===== src/rtl/fetch_unit.sv =====
// fetch_unit: instruction-fetch stage feeding the microcoded control unit.
// Holds the PC, issues single-beat reads to instruction memory, presents the
// fetched word to decode with valid/ready, and computes the next PC from the
// branch/jump controls and ALU flags returned for the accepted instruction.
// Optional build macro FETCH_PERF_COUNT_EN adds saturating retire/redirect
// counters (perf_retired, perf_redirect).
module fetch_unit #(
   parameter int unsigned        ADDR_W   = 32,
   parameter logic [ADDR_W-1:0]  RESET_PC = 32'h0000_0000,
   parameter int unsigned        INSTR_W  = 32
) (
   input  logic               clk,
   input  logic               rst_n,
   output logic               imem_req,
   output logic [ADDR_W-1:0]  imem_addr,
   input  logic               imem_rvalid,
   input  logic [INSTR_W-1:0] imem_rdata,
   output logic               instr_valid,
   input  logic               instr_ready,
   output logic [INSTR_W-1:0] instr,
   output logic [6:0]         opcode,
   output logic [2:0]         funct3,
   output logic [6:0]         funct7,
   output logic [ADDR_W-1:0]  pc,
   input  logic               con_beq,
   input  logic               con_blt,
   input  logic               con_jalr,
   input  logic               alu_zero,
   input  logic               alu_lt,
   input  logic [ADDR_W-1:0]  imm,
   input  logic [ADDR_W-1:0]  alu_result,
`ifdef FETCH_PERF_COUNT_EN
   output logic [31:0]        perf_retired,
   output logic [31:0]        perf_redirect,
`endif
   output logic               fetch_err
);

   localparam logic [1:0] S_REQ  = 2'd0;
   localparam logic [1:0] S_WAIT = 2'd1;
   localparam logic [1:0] S_HOLD = 2'd2;
   localparam logic [1:0] S_ERR  = 2'd3;

   logic [1:0]         state_q, state_d;
   logic [ADDR_W-1:0]  pc_q, pc_d;
   logic [INSTR_W-1:0] instr_q, instr_d;
   logic               instr_valid_q, instr_valid_d;
   logic               fetch_err_q, fetch_err_d;
   // Low for the first cycle out of reset so the first request lands in the
   // cycle after rst_n is sampled high rather than while reset is asserted.
   logic               started_q, started_d;

   logic [ADDR_W-1:0]  pc_plus4;
   logic [ADDR_W-1:0]  next_pc;
   logic               accept;
   logic               taken;

   // Next-PC selection: JALR dominates, then any true branch condition, else sequential.
   always_comb begin
      pc_plus4 = pc_q + ADDR_W'(4);
      taken    = (con_beq & alu_zero) | (con_blt & alu_lt);
      accept   = (state_q == S_HOLD) & instr_valid_q & instr_ready;
      if (con_jalr) begin
         next_pc = alu_result & ~ADDR_W'(1);
      end else if (taken) begin
         next_pc = pc_q + imm;
      end else begin
         next_pc = pc_plus4;
      end
   end

   // Fetch sequencing: REQ -> WAIT -> HOLD -> REQ, or trap in ERR on a misaligned target.
   always_comb begin
      state_d       = state_q;
      pc_d          = pc_q;
      instr_d       = instr_q;
      instr_valid_d = instr_valid_q;
      fetch_err_d   = fetch_err_q;
      started_d     = 1'b1;
      case (state_q)
         S_REQ: begin
            if (started_q) begin
               state_d = S_WAIT;
            end
         end
         S_WAIT: begin
            if (imem_rvalid) begin
               instr_d       = imem_rdata;
               instr_valid_d = 1'b1;
               state_d       = S_HOLD;
            end
         end
         S_HOLD: begin
            if (accept) begin
               pc_d          = next_pc;
               instr_valid_d = 1'b0;
               if (next_pc[1:0] != 2'b00) begin
                  fetch_err_d = 1'b1;
                  state_d     = S_ERR;
               end else begin
                  state_d = S_REQ;
               end
            end
         end
         S_ERR: begin
            instr_valid_d = 1'b0;
            fetch_err_d   = 1'b1;
         end
         default: begin
            state_d = S_REQ;
         end
      endcase
   end

   // State and datapath registers with synchronous active-low reset.
   always_ff @(posedge clk) begin
      if (!rst_n) begin
         state_q       <= S_REQ;
         pc_q          <= RESET_PC;
         instr_q       <= '0;
         instr_valid_q <= 1'b0;
         fetch_err_q   <= 1'b0;
         started_q     <= 1'b0;
      end else begin
         state_q       <= state_d;
         pc_q          <= pc_d;
         instr_q       <= instr_d;
         instr_valid_q <= instr_valid_d;
         fetch_err_q   <= fetch_err_d;
         started_q     <= started_d;
      end
   end

   assign imem_req    = (state_q == S_REQ) & started_q;
   assign imem_addr   = pc_q;
   assign instr_valid = instr_valid_q;
   assign instr       = instr_q;
   assign opcode      = instr_q[6:0];
   assign funct3      = instr_q[14:12];
   assign funct7      = instr_q[31:25];
   assign pc          = pc_q;
   assign fetch_err   = fetch_err_q;

`ifdef FETCH_PERF_COUNT_EN
   logic [31:0] perf_retired_q, perf_retired_d;
   logic [31:0] perf_redirect_q, perf_redirect_d;

   function automatic logic [31:0] sat_inc(input logic [31:0] v);
      return (v == 32'hFFFF_FFFF) ? v : v + 32'd1;
   endfunction

   // Count accepts, and accepts whose target differs from the sequential PC.
   always_comb begin
      perf_retired_d  = perf_retired_q;
      perf_redirect_d = perf_redirect_q;
      if (accept) begin
         perf_retired_d = sat_inc(perf_retired_q);
         if (next_pc != pc_plus4) begin
            perf_redirect_d = sat_inc(perf_redirect_q);
         end
      end
   end

   // Counter registers, cleared by reset.
   always_ff @(posedge clk) begin
      if (!rst_n) begin
         perf_retired_q  <= '0;
         perf_redirect_q <= '0;
      end else begin
         perf_retired_q  <= perf_retired_d;
         perf_redirect_q <= perf_redirect_d;
      end
   end

   assign perf_retired  = perf_retired_q;
   assign perf_redirect = perf_redirect_q;
`endif

endmodule


===== config.mk =====
export PLATFORM = sky130hd
export DESIGN_NAME = fetch_unit
export DESIGN_NICKNAME = d
export VERILOG_FILES = /design/src/rtl/fetch_unit.sv
export SDC_FILE = /design/constraint.sdc
export NUM_CORES = 1
export LEC_CHECK = 0
export CORE_MARGIN = 2
export CORE_UTILIZATION = 45
export DETAILED_ROUTE_END_ITERATION = 10
export HOLD_SLACK_MARGIN = 0.05
export PLACE_DENSITY = 0.82
export SYNTH_ARGS = -nofsm -noshare
export SYNTH_HDL_FRONTEND = slang
export SYNTH_SLANG_ARGS = --single-unit
export TNS_END_PERCENT = 1

===== constraint.sdc =====
create_clock -name clk -period 3.13 [get_ports clk]
set_input_delay 0.313 -clock clk [delete_from_list [all_inputs] [get_ports clk]]
set_output_delay 0.313 -clock clk [all_outputs]
set_load 0.01 [all_outputs]

==> summary.md <==
| Metric | Value |
|---|---|
| WHS Path Cells | 2 |
| CTS max path bufs | 2 |
| Synthesized netlist cell count | approximately 770 |
| Synthesized cell area | between 5000 and 6000 um2 |
| Number of global-route vias before repair | roughly 6000 |
| Layout Cells excl Fill | between 1000 and 1500 |
| Diode count | 0 |
| Tcrit/Tclk final | roughly nine tenths |
| Final HPWL DP | 14200 um |
| Top-area cell type share of the netlist area | 24.4% |
| Final critical-path required period | 2.85 ns |
| Starting Density | between 40% and 50% |
| RSZ-0062 raised after global routing | no |
| Dominant cells by area after synthesis | dfxtp_1, a21oi_1, ha_1 |
| Worst Skew | around 0.0046 ns |
| Met2 Resource Use GR | 44.7% |
| Root Buffer Master | clkbuf_16 |
| Core area | between 10000 and 15000 um2 |
| Post-CTS Hold Buffers | 0 |
| Hold Vio Cnt, Final | 0 |
| Global-route wire length before repair | between 20000 and 30000 um |
| Row cnt | between 40 and 50 |
| Hold Slack | approximately 0.45 ns |
| Class of the worst hold path | reg2reg |
| Setup crit end kind | flip-flop |
| Worst EP arrival | around 3 ns |
| Count leader, synth | nand2_1 |
| Routability cong. | just under 1 |
| Clock Latency Late Sink | between 0.3 and 0.4 ns |
| Placed Cells | approximately 1100 |
| Drt drc | 0 |
| Static Leakage | just over 3 nW |
| Total wire length | 18900 um |
| Largest net degree at the start of global routing | 40 |
| Post-synth EDFFs | 0 |
| Yosys Warn Count | 0 |
| Setup violations, final | 0 |
| Largest vdd supply drop | around 270 uV |
| WS Path Type | reg2reg |
| Post-CTS setup buffers | 0 |
| Gr usage total | approximately 27% |
| Fraction of layout cells with a size suffix above 1 | 6.50% |
| Clock transition at the registers of the reported paths | 0.06 ns |
| Syn-to-layout area delta | 44.4% |
| Ports | about 220 |
| Power Density | 346 nW/um2 |
| Startpoint types | flip-flop |
| Ys async rst share | 0% |
| Initial antenna violation count | 0 |
| Vias per cell | between 5 and 6 |
| Synthesized area per cell | approximately 7.4 um2 |
| # port buffers | 219 |
| Sequential fraction of the synthesis area | between 20% and 30% |
| Synthesized flop and latch total | between 60 and 70 |
| Grt ovf | 0 |
| Worst slew pin tran | 1.11 ns |
| Cell taking the most area after synthesis | dfxtp_1 |
| Die X | about 120 um |
| Rel. slew slack | between 20% and 30% |
| H-Tree Depth | 3 |
| Via count | 6279 |
| Most frequent cells after synthesis | nand2_1, a21oi_1, dfxtp_1 |
| Met3 GRT Util | slightly below 5% |
| Status | finished clean |
| Net Count, Synth | between 900 and 1000 |
| Die area | approximately 14000 um2 |
| GRT met1 Usage | between 30% and 40% |
| Path depth of the worst reg2reg path | 10 |
| TritonCTS buffer count | 9 |
| TritonCTS clock tree | done |
| Die Y | ~120 um |
| Final TNS setup | 0 ns |
| Antenna Violating Nets Remaining | 0 |
| Synth unique cells | 65 |
| Crit Path Max Fanout | 7 |
| Starting DRT DRC Count | 515 |
| WL/cell | approximately 17 um |
| CTS resizes | 0 |
| Peak Freq | 351 MHz |
| Main flop type after synthesis | dfxtp_1 |
| Drt pass-1 iters | 5 |
| Pwr Total | about 0.0028 W |
| Max cap viols | 0 |
| # clock sinks | 69 |
| Max-slew violation count | 0 |
| WP data required | 3.37 ns |
| Gr busiest metal | met2 |
| Final net count | ~1100 |
-- through the flow --
| step | cell area [um2] | setup WS (ns) | util, % |
|---|---|---|---|
| detailed placement | 7870 | 0.0214 | 63.2 |
| global route | 8190 | 0.112 | 65.7 |
| floorplan | 5670 | 0.565 | - |
| global placement | 7870 | 0.0901 | 63.2 |
| finish | 8190 | 0.279 | 65.7 |
| CTS | 8190 | 0.352 | 65.7 |
-- worst max-delay path, cell delays in order, from the launching register on --
cell and delay [ns]:
dfxtp_1 0.46, ha_1 0.33, a21o_1 0.17, a21o_1 0.19, a221oi_1 0.49, buf_4 0.22
a2bb2oi_1 0.11, a211oi_1 0.28, xnor2_1 0.18, nor3_1 0.08, o31ai_1 0.24
-- state kept, by name, summed over array words and instances (netlist names) --
name / cells
imem_addr: 32
instr: 32
state_q: 2
fetch_err: 1
instr_valid: 1
started_q: 1
-- power by group --
group | switching [W] | internal (W) | total, W
registers | 0.0000456 | 0.000935 | 0.000981
logic | 0.000360 | 0.000388 | 0.000748
clock network | 0.000407 | 0.000693 | 0.00110
-- logic make-up (layout without fill, tap and decap cells) --
kind of cell               count (synthesis)  after routing  share of synthesized area, %
buffers and inverters                    105            288                          10.3
xor gates and xnor gates                  45             45                          6.95
adders and majority gates                 39             39                          8.74
DFF                                       69             69                          24.4
muxes                                      7              7                          1.24
and+or+nand+nor                          274            274                          22.7
AOI/OAI and AO/OA                        232            232                          25.8
-- path summary, 6_finish.rpt --
kind | start | endpoint | slack, ns
max | imem_addr[10]$_SDFFE_PN0P_ | imem_addr[25]$_SDFFE_PN0P_ | 0.28
min | instr[22]$_SDFFE_PN0P_ | instr[22]$_SDFFE_PN0P_ | 0.45
max reg2reg | imem_addr[10]$_SDFFE_PN0P_ | imem_addr[25]$_SDFFE_PN0P_ | 0.28
min reg2reg | instr[22]$_SDFFE_PN0P_ | instr[22]$_SDFFE_PN0P_ | 0.45
-- layout by cell type, fill, tap and decap left out, types with 4 or more instances in the layout --
master and n:
xnor2_1 23, o211ai_1 15, a211oi_1 13, nor2_1 49, and4_1 6, nand4_1 10, xor2_1 22, a21boi_0 4
a21oi_1 97, ha_1 38, clkdlybuf4s50_1 219, or3_1 12, and2_1 7, a31oi_1 6, clkbuf_16 9, inv_1 17
nand3_1 23, o21bai_1 8, o21ai_0 38, dfxtp_1 69, o22ai_1 4, nor3_1 21, buf_4 33, mux2i_1 7
a21o_1 7, nor2b_1 8, nand2_1 117, and3_1 7
-- layout make-up --
cell class / instances / area [um2]
clock buffer: 9 / 225
multi-input combinational: 597 / 3710
sequential: 69 / 1380
timing repair buffer: 255 / 2500
tap: 172 / 215
inverter: 18 / 67.6
clock inverter: 6 / 88.8
fill: 1102 / 4280
-- per-layer routing --
layer,wire length (um),vias to the layer above,share of wire [%]
li1,-,3076,-
met3,1350,48,7.2
met1,7990,2873,42
met2,8980,282,48
met4,546,0,2.9
met5,0,-,0
Power figures use the tool's default switching activity.
